<file path="src/rtl/gcd_sched.sv">
// Round-robin scheduler that shares one multi-cycle GCD engine among N_REQ requesters.
// Zero operands bypass the engine; an optional watchdog turns a hung engine into an error response.
module gcd_sched #(
   parameter int N_REQ       = 4,
   parameter int WIDTH       = 32,
   parameter int TIMEOUT_CYC = 0
) (
   input  logic                       csi_clk,
   input  logic                       rsi_reset_n,
   input  logic [N_REQ-1:0]           req_valid,
   output logic [N_REQ-1:0]           req_ready,
   input  logic [N_REQ*WIDTH-1:0]     req_a,
   input  logic [N_REQ*WIDTH-1:0]     req_b,
   output logic [N_REQ-1:0]           rsp_valid,
   input  logic [N_REQ-1:0]           rsp_ready,
   output logic [WIDTH-1:0]           rsp_result,
   output logic                       rsp_err,
   output logic                       eng_start,
   output logic [WIDTH-1:0]           eng_dataa,
   output logic [WIDTH-1:0]           eng_datab,
   input  logic                       eng_done,
   input  logic [WIDTH-1:0]           eng_result,
   output logic                       busy,
   output logic [$clog2(N_REQ)-1:0]   grant_id
);

   localparam int GW = $clog2(N_REQ);

   typedef enum logic [1:0] {S_IDLE, S_ISSUE, S_WAIT, S_RESP} state_t;

   state_t            state_q, state_d;
   logic [GW-1:0]     last_q, last_d;
   logic [GW-1:0]     grant_q, grant_d;
   logic [WIDTH-1:0]  a_q, a_d;
   logic [WIDTH-1:0]  b_q, b_d;
   logic [WIDTH-1:0]  res_q, res_d;
   logic              err_q, err_d;
   logic [31:0]       wd_q, wd_d;
   logic              wd_hit;

   logic [WIDTH-1:0]  a_arr [N_REQ];
   logic [WIDTH-1:0]  b_arr [N_REQ];
   logic              win_found;
   logic [GW-1:0]     win_idx;
   logic [GW:0]       cand;

   genvar gi;
   generate
      for (gi = 0; gi < N_REQ; gi++) begin : g_req
         assign a_arr[gi]     = req_a[gi*WIDTH +: WIDTH];
         assign b_arr[gi]     = req_b[gi*WIDTH +: WIDTH];
         assign rsp_valid[gi] = (state_q == S_RESP) && (grant_q == GW'(gi));
      end
   endgenerate

   // Search starts one past the last grantee and wraps modulo N_REQ.
   always_comb begin
      win_found = 1'b0;
      win_idx   = '0;
      cand      = '0;
      for (int k = 1; k <= N_REQ; k++) begin
         cand = {1'b0, last_q} + (GW+1)'(k);
         if (cand >= (GW+1)'(N_REQ)) begin
            cand = cand - (GW+1)'(N_REQ);
         end
         if (!win_found && req_valid[cand[GW-1:0]]) begin
            win_found = 1'b1;
            win_idx   = cand[GW-1:0];
         end
      end
   end

   assign wd_hit = (TIMEOUT_CYC != 0) && ((wd_q + 32'd1) == 32'(TIMEOUT_CYC));

   always_comb begin
      state_d   = state_q;
      last_d    = last_q;
      grant_d   = grant_q;
      a_d       = a_q;
      b_d       = b_q;
      res_d     = res_q;
      err_d     = err_q;
      wd_d      = wd_q;
      req_ready = '0;
      eng_start = 1'b0;
      case (state_q)
         S_IDLE: begin
            // req_ready is gated by reset so it drops the instant reset asserts.
            if (win_found && rsi_reset_n) begin
               req_ready[win_idx] = 1'b1;
               a_d     = a_arr[win_idx];
               b_d     = b_arr[win_idx];
               grant_d = win_idx;
               err_d   = 1'b0;
               if ((a_arr[win_idx] == '0) || (b_arr[win_idx] == '0)) begin
                  res_d   = a_arr[win_idx] | b_arr[win_idx];
                  state_d = S_RESP;
               end else begin
                  state_d = S_ISSUE;
               end
            end
         end
         S_ISSUE: begin
            eng_start = 1'b1;
            wd_d      = '0;
            state_d   = S_WAIT;
         end
         S_WAIT: begin
            wd_d = wd_q + 32'd1;
            if (eng_done) begin
               res_d   = eng_result;
               err_d   = 1'b0;
               state_d = S_RESP;
            end else if (wd_hit) begin
               res_d   = '0;
               err_d   = 1'b1;
               state_d = S_RESP;
            end
         end
         S_RESP: begin
            if (rsp_ready[grant_q]) begin
               last_d  = grant_q;
               state_d = S_IDLE;
            end
         end
         default: state_d = S_IDLE;
      endcase
   end

   always_ff @(posedge csi_clk or negedge rsi_reset_n) begin
      if (!rsi_reset_n) begin
         state_q <= S_IDLE;
         last_q  <= GW'(N_REQ-1);
         grant_q <= '0;
         a_q     <= '0;
         b_q     <= '0;
         res_q   <= '0;
         err_q   <= 1'b0;
         wd_q    <= '0;
      end else begin
         state_q <= state_d;
         last_q  <= last_d;
         grant_q <= grant_d;
         a_q     <= a_d;
         b_q     <= b_d;
         res_q   <= res_d;
         err_q   <= err_d;
         wd_q    <= wd_d;
      end
   end

   assign eng_dataa  = a_q;
   assign eng_datab  = b_q;
   assign rsp_result = res_q;
   assign rsp_err    = err_q;
   assign busy       = (state_q != S_IDLE);
   assign grant_id   = grant_q;

endmodule

</file>
<file path="config.mk">
export PLATFORM = sky130hd
export DESIGN_NAME = gcd_sched
export DESIGN_NICKNAME = d
export VERILOG_FILES = /design/src/rtl/gcd_sched.sv
export SDC_FILE = /design/constraint.sdc
export NUM_CORES = 1
export LEC_CHECK = 0
export CELL_PAD_IN_SITES_DETAIL_PLACEMENT = 1
export CELL_PAD_IN_SITES_GLOBAL_PLACEMENT = 2
export CORE_MARGIN = 2
export CORE_UTILIZATION = 23
export CTS_BUF_LIST = sky130_fd_sc_hd__clkbuf_4
export DETAILED_ROUTE_END_ITERATION = 12
export PLACE_DENSITY_LB_ADDON = 0.1
export SLEW_MARGIN = 20
export SYNTH_ARGS = -nofsm -noshare
export SYNTH_HDL_FRONTEND = slang
export SYNTH_SLANG_ARGS = --single-unit
</file>
<file path="constraint.sdc">
create_clock -name csi_clk -period 8.5 [get_ports csi_clk]
set_input_delay 0.85 -clock csi_clk [delete_from_list [all_inputs] [get_ports csi_clk]]
set_output_delay 0.85 -clock csi_clk [all_outputs]
set_load 0.005 [all_outputs]
</file>
== Word level (Yosys, flattened, before mapping) ==
Index checks and enable logic that the tools add are counted.
Widths: inputs -> output; s select.

* $add $sub $neg: 8
* Magnitude comparators: 12
* Equal/unequal tests: 10
* Muxes and demuxes: 45
* Bitwise operators: 2
* Reduce and logical (&&, ||, !) cells: 24

{| class="wikitable"
|+ Operator list
! operator !! count
|-
| $mux 32 || 7
|-
| $bmux 32 s2 || 2
|-
| $logic_not 32->1 || 2
|-
| $pmux 32 s2 || 1
|-
| $or 32x32->32 || 1
|-
| $mux 2 || 12
|-
| $lt 2x3->1 const B || 6
|-
| $ge 3x3->1 const B || 5
|-
| $mux 1 || 13
|-
| $bmux 1 s2 || 5
|-
| $logic_and 1x1->1 || 9
|-
| $eq 2x2->1 const B || 4
|-
| $mux 4 || 2
|-
| $pmux 2 s4 || 1
|-
| $sub 2x1->2 const B || 4
|-
| $add 2x2->3 const B || 2
|-
| $ne 2x2->1 const B || 3
|-
| $reduce_and 3->1 || 2
|-
| $eq 2x1->1 const B || 2
|-
| $logic_not 2->1 || 2
|-
| $reduce_and 2->1 || 2
|-
| $reduce_and 4->1 || 1
|-
| $reduce_bool 2->1 || 2
|-
| $add 2x1->3 const B || 1
|-
| other kinds (8) || 10
|}

* Register bits after elaboration: 103
* Bits of input ports: 299
* Output and inout port bits: 109

== Depth between registers and ports, before layout ==
* Word-level depth: 24
* Mapped depth: 13
* Depth with buffers taken out: 9

== Least setup slack after synthesis ==
OpenSTA, ideal clock, no wires.

* Kind: input -> register
* Start: input req_valid[1]
* End: register res_q[10] (netlist: rsp_result[10])
* Data arrival time: 3.210 ns
* Required time: 8.414 ns
* Slack: 5.204 ns
* Stages on the path: 12
* Path through: nor2b_1 > a21o_1 > clkbuf_1 > clkbuf_1 > o21ai_0 > nand3_1 > a22oi_1 > nand4_1 > or4_4 > a211o_1 > buf_6 > o221ai_2

* Cells in the longest elaborated chain, start to end: 20
* Elaborated cells on any way between the ends: 40
* Those cells by class: 2 x eq/ne; 25 x mux; 2 x bitwise; 11 x reduce/logical

{| class="wikitable"
|+ RTL lines
! item !! line !! text
|-
| start, declared || 10 || <nowiki>input logic [N_REQ-1:0] req_valid,</nowiki>
|-
| $bmux 1 s2 || 66 || <nowiki>if (!win_found && req_valid[cand[GW-1:0]]) begin</nowiki>
|-
| $mux 1 (not written as such) || 66 ||
|-
| $mux 1 || 66 ||
|-
| $logic_not 1->1 || 66 ||
|-
| $logic_and 1x1->1 || 66 ||
|-
| $mux 1 || 66 ||
|-
| $logic_not 1->1 || 66 ||
|-
| $logic_and 1x1->1 || 66 ||
|-
| [3 not listed] || - ||
|-
| $mux 2 || 66 ||
|-
| $not 2->3 (not written as such) || 95, 96 ||
|-
| $bmux 32 s2 || 95, 96 ||
|-
| $mux 32 (not written as such) (2 in a row) || 95, 96 ||
|-
| $logic_not 32->1 / $or 32x32->32 (equally long branches) || 95, 96 ||
|-
| $logic_or 1x1->1 / $mux 32 (equally long branches) || 95 || <nowiki>if ((a_arr[win_idx] == '0) || (b_arr[win_idx] == '0)) begin</nowiki>
|-
| $ne 2x2->1 (no line) / $mux 32 (equally long branches) || - ||
|-
| $reduce_and 4->1 (no line) / $pmux 32 s2 (equally long branches) || - ||
|-
| end signal, assigned || 146 || <nowiki>res_q <= res_d;</nowiki>
|-
| end, declared || 36 || <nowiki>logic [WIDTH-1:0] res_q, res_d;</nowiki>
|}

Several ways; a longest one is shown, not always the timed one. The select of a mux whose other input is x is not followed.
A chain may end at the register's enable or synchronous reset.

== Final worst setup path ==
* Start: input req_valid[3]
* End: register res_q[7] (netlist: rsp_result[7])

The elaborated chain is that of the path after synthesis.

==> results.yml <==
setup_path:
  timing.critical_path.to: "rsp_result[7]$_DFFE_PN0P_"
  path_class: "input port to flop"
  rrSetupSlack_ns: 3.62
  path_cells: "clkdlybuf4s50_1 -> nand2b_1 -> a31oi_4 -> buf_4 -> nand2_2 -> buf_4 -> nand2_1 -> a22oi_1 -> nor4_1 -> a41oi_1 -> nand2_2 -> o221ai_1"
  cp-end-kind: "flop"
  start_kind: "input port"
  rr_endpoint: "rsp_result[7]$_DFFE_PN0P_"
  slowest_stage: "nand2_2"
  path_max_fanout: 53
  cp_data_required_time_ns: 8.86
  critPathMaxStageDelay_ns: 0.85
  worstPathArrival_ns: 5.57
  r2r_cells: 11
  crit_start: "req_valid[3]"
  r2r_start: "last_q[1]$_DFFE_PN1P_"
logic_synthesis:
  avgSynthCellArea_um2: 7.31
  ys.flop_type: "dfrtp_1"
  synth_area_leader_cell: "dfrtp_1"
  yosysUniqueCellTypes: 51
  synth_edf_count: 0
  async_flop_share_pct: 100
  syn_inst: 1068
  ys_warn_count: 0
  synth_seq_cells: 102
  syn_nets: 1371
  synth_area_um2: 7810
  seq_area_frac_synth_pct: 32.7
  synthTopCellsByArea: "dfrtp_1 (32%), o21ai_0 (11%), nand2_1 (8.7%)"
  synth_top_area_share_pct: 32.1
route:
  vias: 9558
  dr.max_layer_used: "met4"
  drt_iter0_drc: 500
  drc: 0
  final_antenna_net_count: 0
  routed_wl_mm: 45.0
  met2WireLength_mm: 21.4
  first_pass_iters: 5
  routed_via_density: 5.14
  wl_met1_mm: 19.3
  dr_wl_met3_mm: 2.92
  wl_per_cell_um: 24.2
job:
  max-cap-violations: 0
finish:
  layout_commonest_cell: "clkdlybuf4s50_1"
  layout_common_cells: "clkdlybuf4s50_1 (405), nand2_1 (178), o21ai_0 (171)"
  final_layout_size_suffix_gt1_share_pct: 6.96
  multi_input_area_um2: 4720
  layout.cells.non_filler: 1859
  fin_nets: 1706
  seqCellArea_um2: 2550
  utilization_pct: 36.8
  syn_to_final_growth_pct: 57.8
  fill_cells: 4000
global_routing:
  grt_pass1_wl_mm: 66.4
  first_global_vias: 10100
  antenna_found_initial: 3
  grt_overflow: 0
  track_usage_pct: 25.0
  grt_max_degree: 89
power:
  p_leak_nw: 4.82
  power_frac_clock_pct: 7.3
  p_sw_mw: 1.91
  power.internal_mw: 1.89
  seq_power_share_pct: 24.1
  p_total_mw: 3.81
  cellPowerDensity_nw_per_um2: 309
  switching_share_pct: 50.2
  peakVddDrop_uv: 124
  comb_power_share_pct: 68.6
timing:
  timing.setup.tns_ns: 0
  timing.slew.headroom_pct: 27.8
  worst_pin_slew_ns: 1.08
  setup_viol: 0
  drv_slew: 0
  period_share_pct: 61.3
  fin_skew_ns: 0.0476
  fmax_mhz: 192
  finalHoldViolCount: 0
  whs_ns: 0.266
  rsz0062_at_grt: "false"
  fin_crit_ns: 5.21
placed_design:
  place.port_buffers: 406
  gp_congestion: 0.851
  dp.cells: 1840
  dpl.hpwl_mm: 35.1
cts:
  htreeDepth: 3
  clock_path_buffers: 2
  tritoncts: "yes"
  clock_latency_ns: 0.52
  cts_num_sinks: 102
  cts-buffers-inserted: 9
  post-cts-setup-buffers: 0
  root_buffer: "clkbuf_4"
  clkTransAtPathRegs_ns: 0.21
  cts_hold_buf: 0
  cts_resized: 0
die:
  io_pins: 408
  fp.dieW_um: 188
  start_util_pct: 23.3
  die_h_um: 188
  core_area_um2: 33400
  die_area_um2: 35400
  rows: 67
worst_hold_path:
  min_path_type: "input port to asynchronous set/reset pin"
outcome:
  status: "finished, final reports clean"
==> power by group through the flow <==
stage	Sequential, mW	Clock, mW	Combinational, mW
3_5_place_dp	0.933	0	2.64
4_1_cts	0.923	0.291	2.64
2_1_floorplan	0.891	0	1.35
6_report	0.916	0.278	2.61
5_1_grt	0.950	0.306	2.85
3_3_place_gp	0.930	0	2.60
==> per-stage QoR <==
step                      cell area (um2)  setup WS [ns]
after detailed placement            12200           2.72
after global routing                12300           2.93
after floorplan                      7810           5.20
after global placement              12200           2.90
final                               12300           3.29
after CTS                           12300           3.32
==> sequential cells by signal, summed over array words and instances, names as in the netlist <==
signal and cells:
rsp_result 32, eng_datab 32, grant_id 2, state_q 2, eng_dataa 32, last_q 2
==> layout make-up <==
cell class              count  share of cell area (%)
diodes                      3                  0.0609
clock buffers               9                   0.548
clock inverters             7                   0.599
inverters                  48                    1.46
multi-input cells         823                    38.3
flip-flops and latches    102                    20.7
well taps                 448                    4.55
repair buffers            419                    33.8
==> critical path: cells and delay by family <==
kind	cells	cell delay, ns
AO/OA/AOI/OAI	4	0.80
buffers and inverters	3	1.62
AND/OR/NAND/NOR	5	2.23
==> worst min-delay path by stage <==
| stage | from | to | slack, ns | cells past startpoint |
|---|---|---|---|---|
| finish | rsi_reset_n | eng_dataa[11]$_DFFE_PN0P_ | 0.27 | 1 |
| global route | rsi_reset_n | eng_dataa[11]$_DFFE_PN0P_ | 0.27 | 1 |
| CTS | rsi_reset_n | eng_dataa[11]$_DFFE_PN0P_ | 0.25 | 1 |
| detailed placement | eng_dataa[26]$_DFFE_PN0P_ | eng_dataa[26]$_DFFE_PN0P_ | 0.47 | 2 |
| global placement | eng_dataa[31]$_DFFE_PN0P_ | eng_dataa[31]$_DFFE_PN0P_ | 0.46 | 2 |
| floorplan | eng_dataa[11]$_DFFE_PN0P_ | eng_dataa[11]$_DFFE_PN0P_ | 0.47 | 2 |
==> metal layers <==
layer  track usage (%)  vias to the layer above
met5                 0                        -
met4              8.36                        0
met3              4.92                       46
met2              42.4                      356
met1              31.8                     4628
li1                  -                     4528
==> cells by family (layout without fill, tap and decap cells) <==
kind of cell | after synthesis | count (layout) | synth area share [%]
AND/OR/NAND/NOR | 426 | 426 | 24.3
other | 1 | 4 | 0.0480
AO/OA/AOI/OAI | 370 | 370 | 30.9
flip-flops | 102 | 102 | 32.7
multiplexers | 22 | 22 | 3.43
adder cells (fa/ha/maj) | 4 | 4 | 0.641
buffers and inverters | 143 | 483 | 7.92
==> synthesized netlist by cell type (3+ instances only) <==
| cell type | count |
|---|---|
| o21ai_0 | 171 |
| o211ai_1 | 12 |
| ha_1 | 4 |
| nor3_1 | 7 |
| a21oi_1 | 68 |
| nor4_1 | 21 |
| buf_6 | 8 |
| buf_2 | 13 |
| nand2_1 | 180 |
| a22oi_1 | 58 |
| mux2_2 | 18 |
| and2_1 | 4 |
| nand2b_1 | 3 |
| nor2_1 | 65 |
| o221ai_2 | 30 |
| a211o_1 | 7 |
| or3_1 | 4 |
| a211oi_1 | 3 |
| buf_1 | 9 |
| nand3_1 | 123 |
| clkbuf_1 | 63 |
| nand4_1 | 9 |
| dfrtp_1 | 100 |
| o21ai_1 | 6 |
| inv_1 | 48 |
| nor2b_1 | 3 |
No activity file was read; power rests on OpenSTA's default activity.
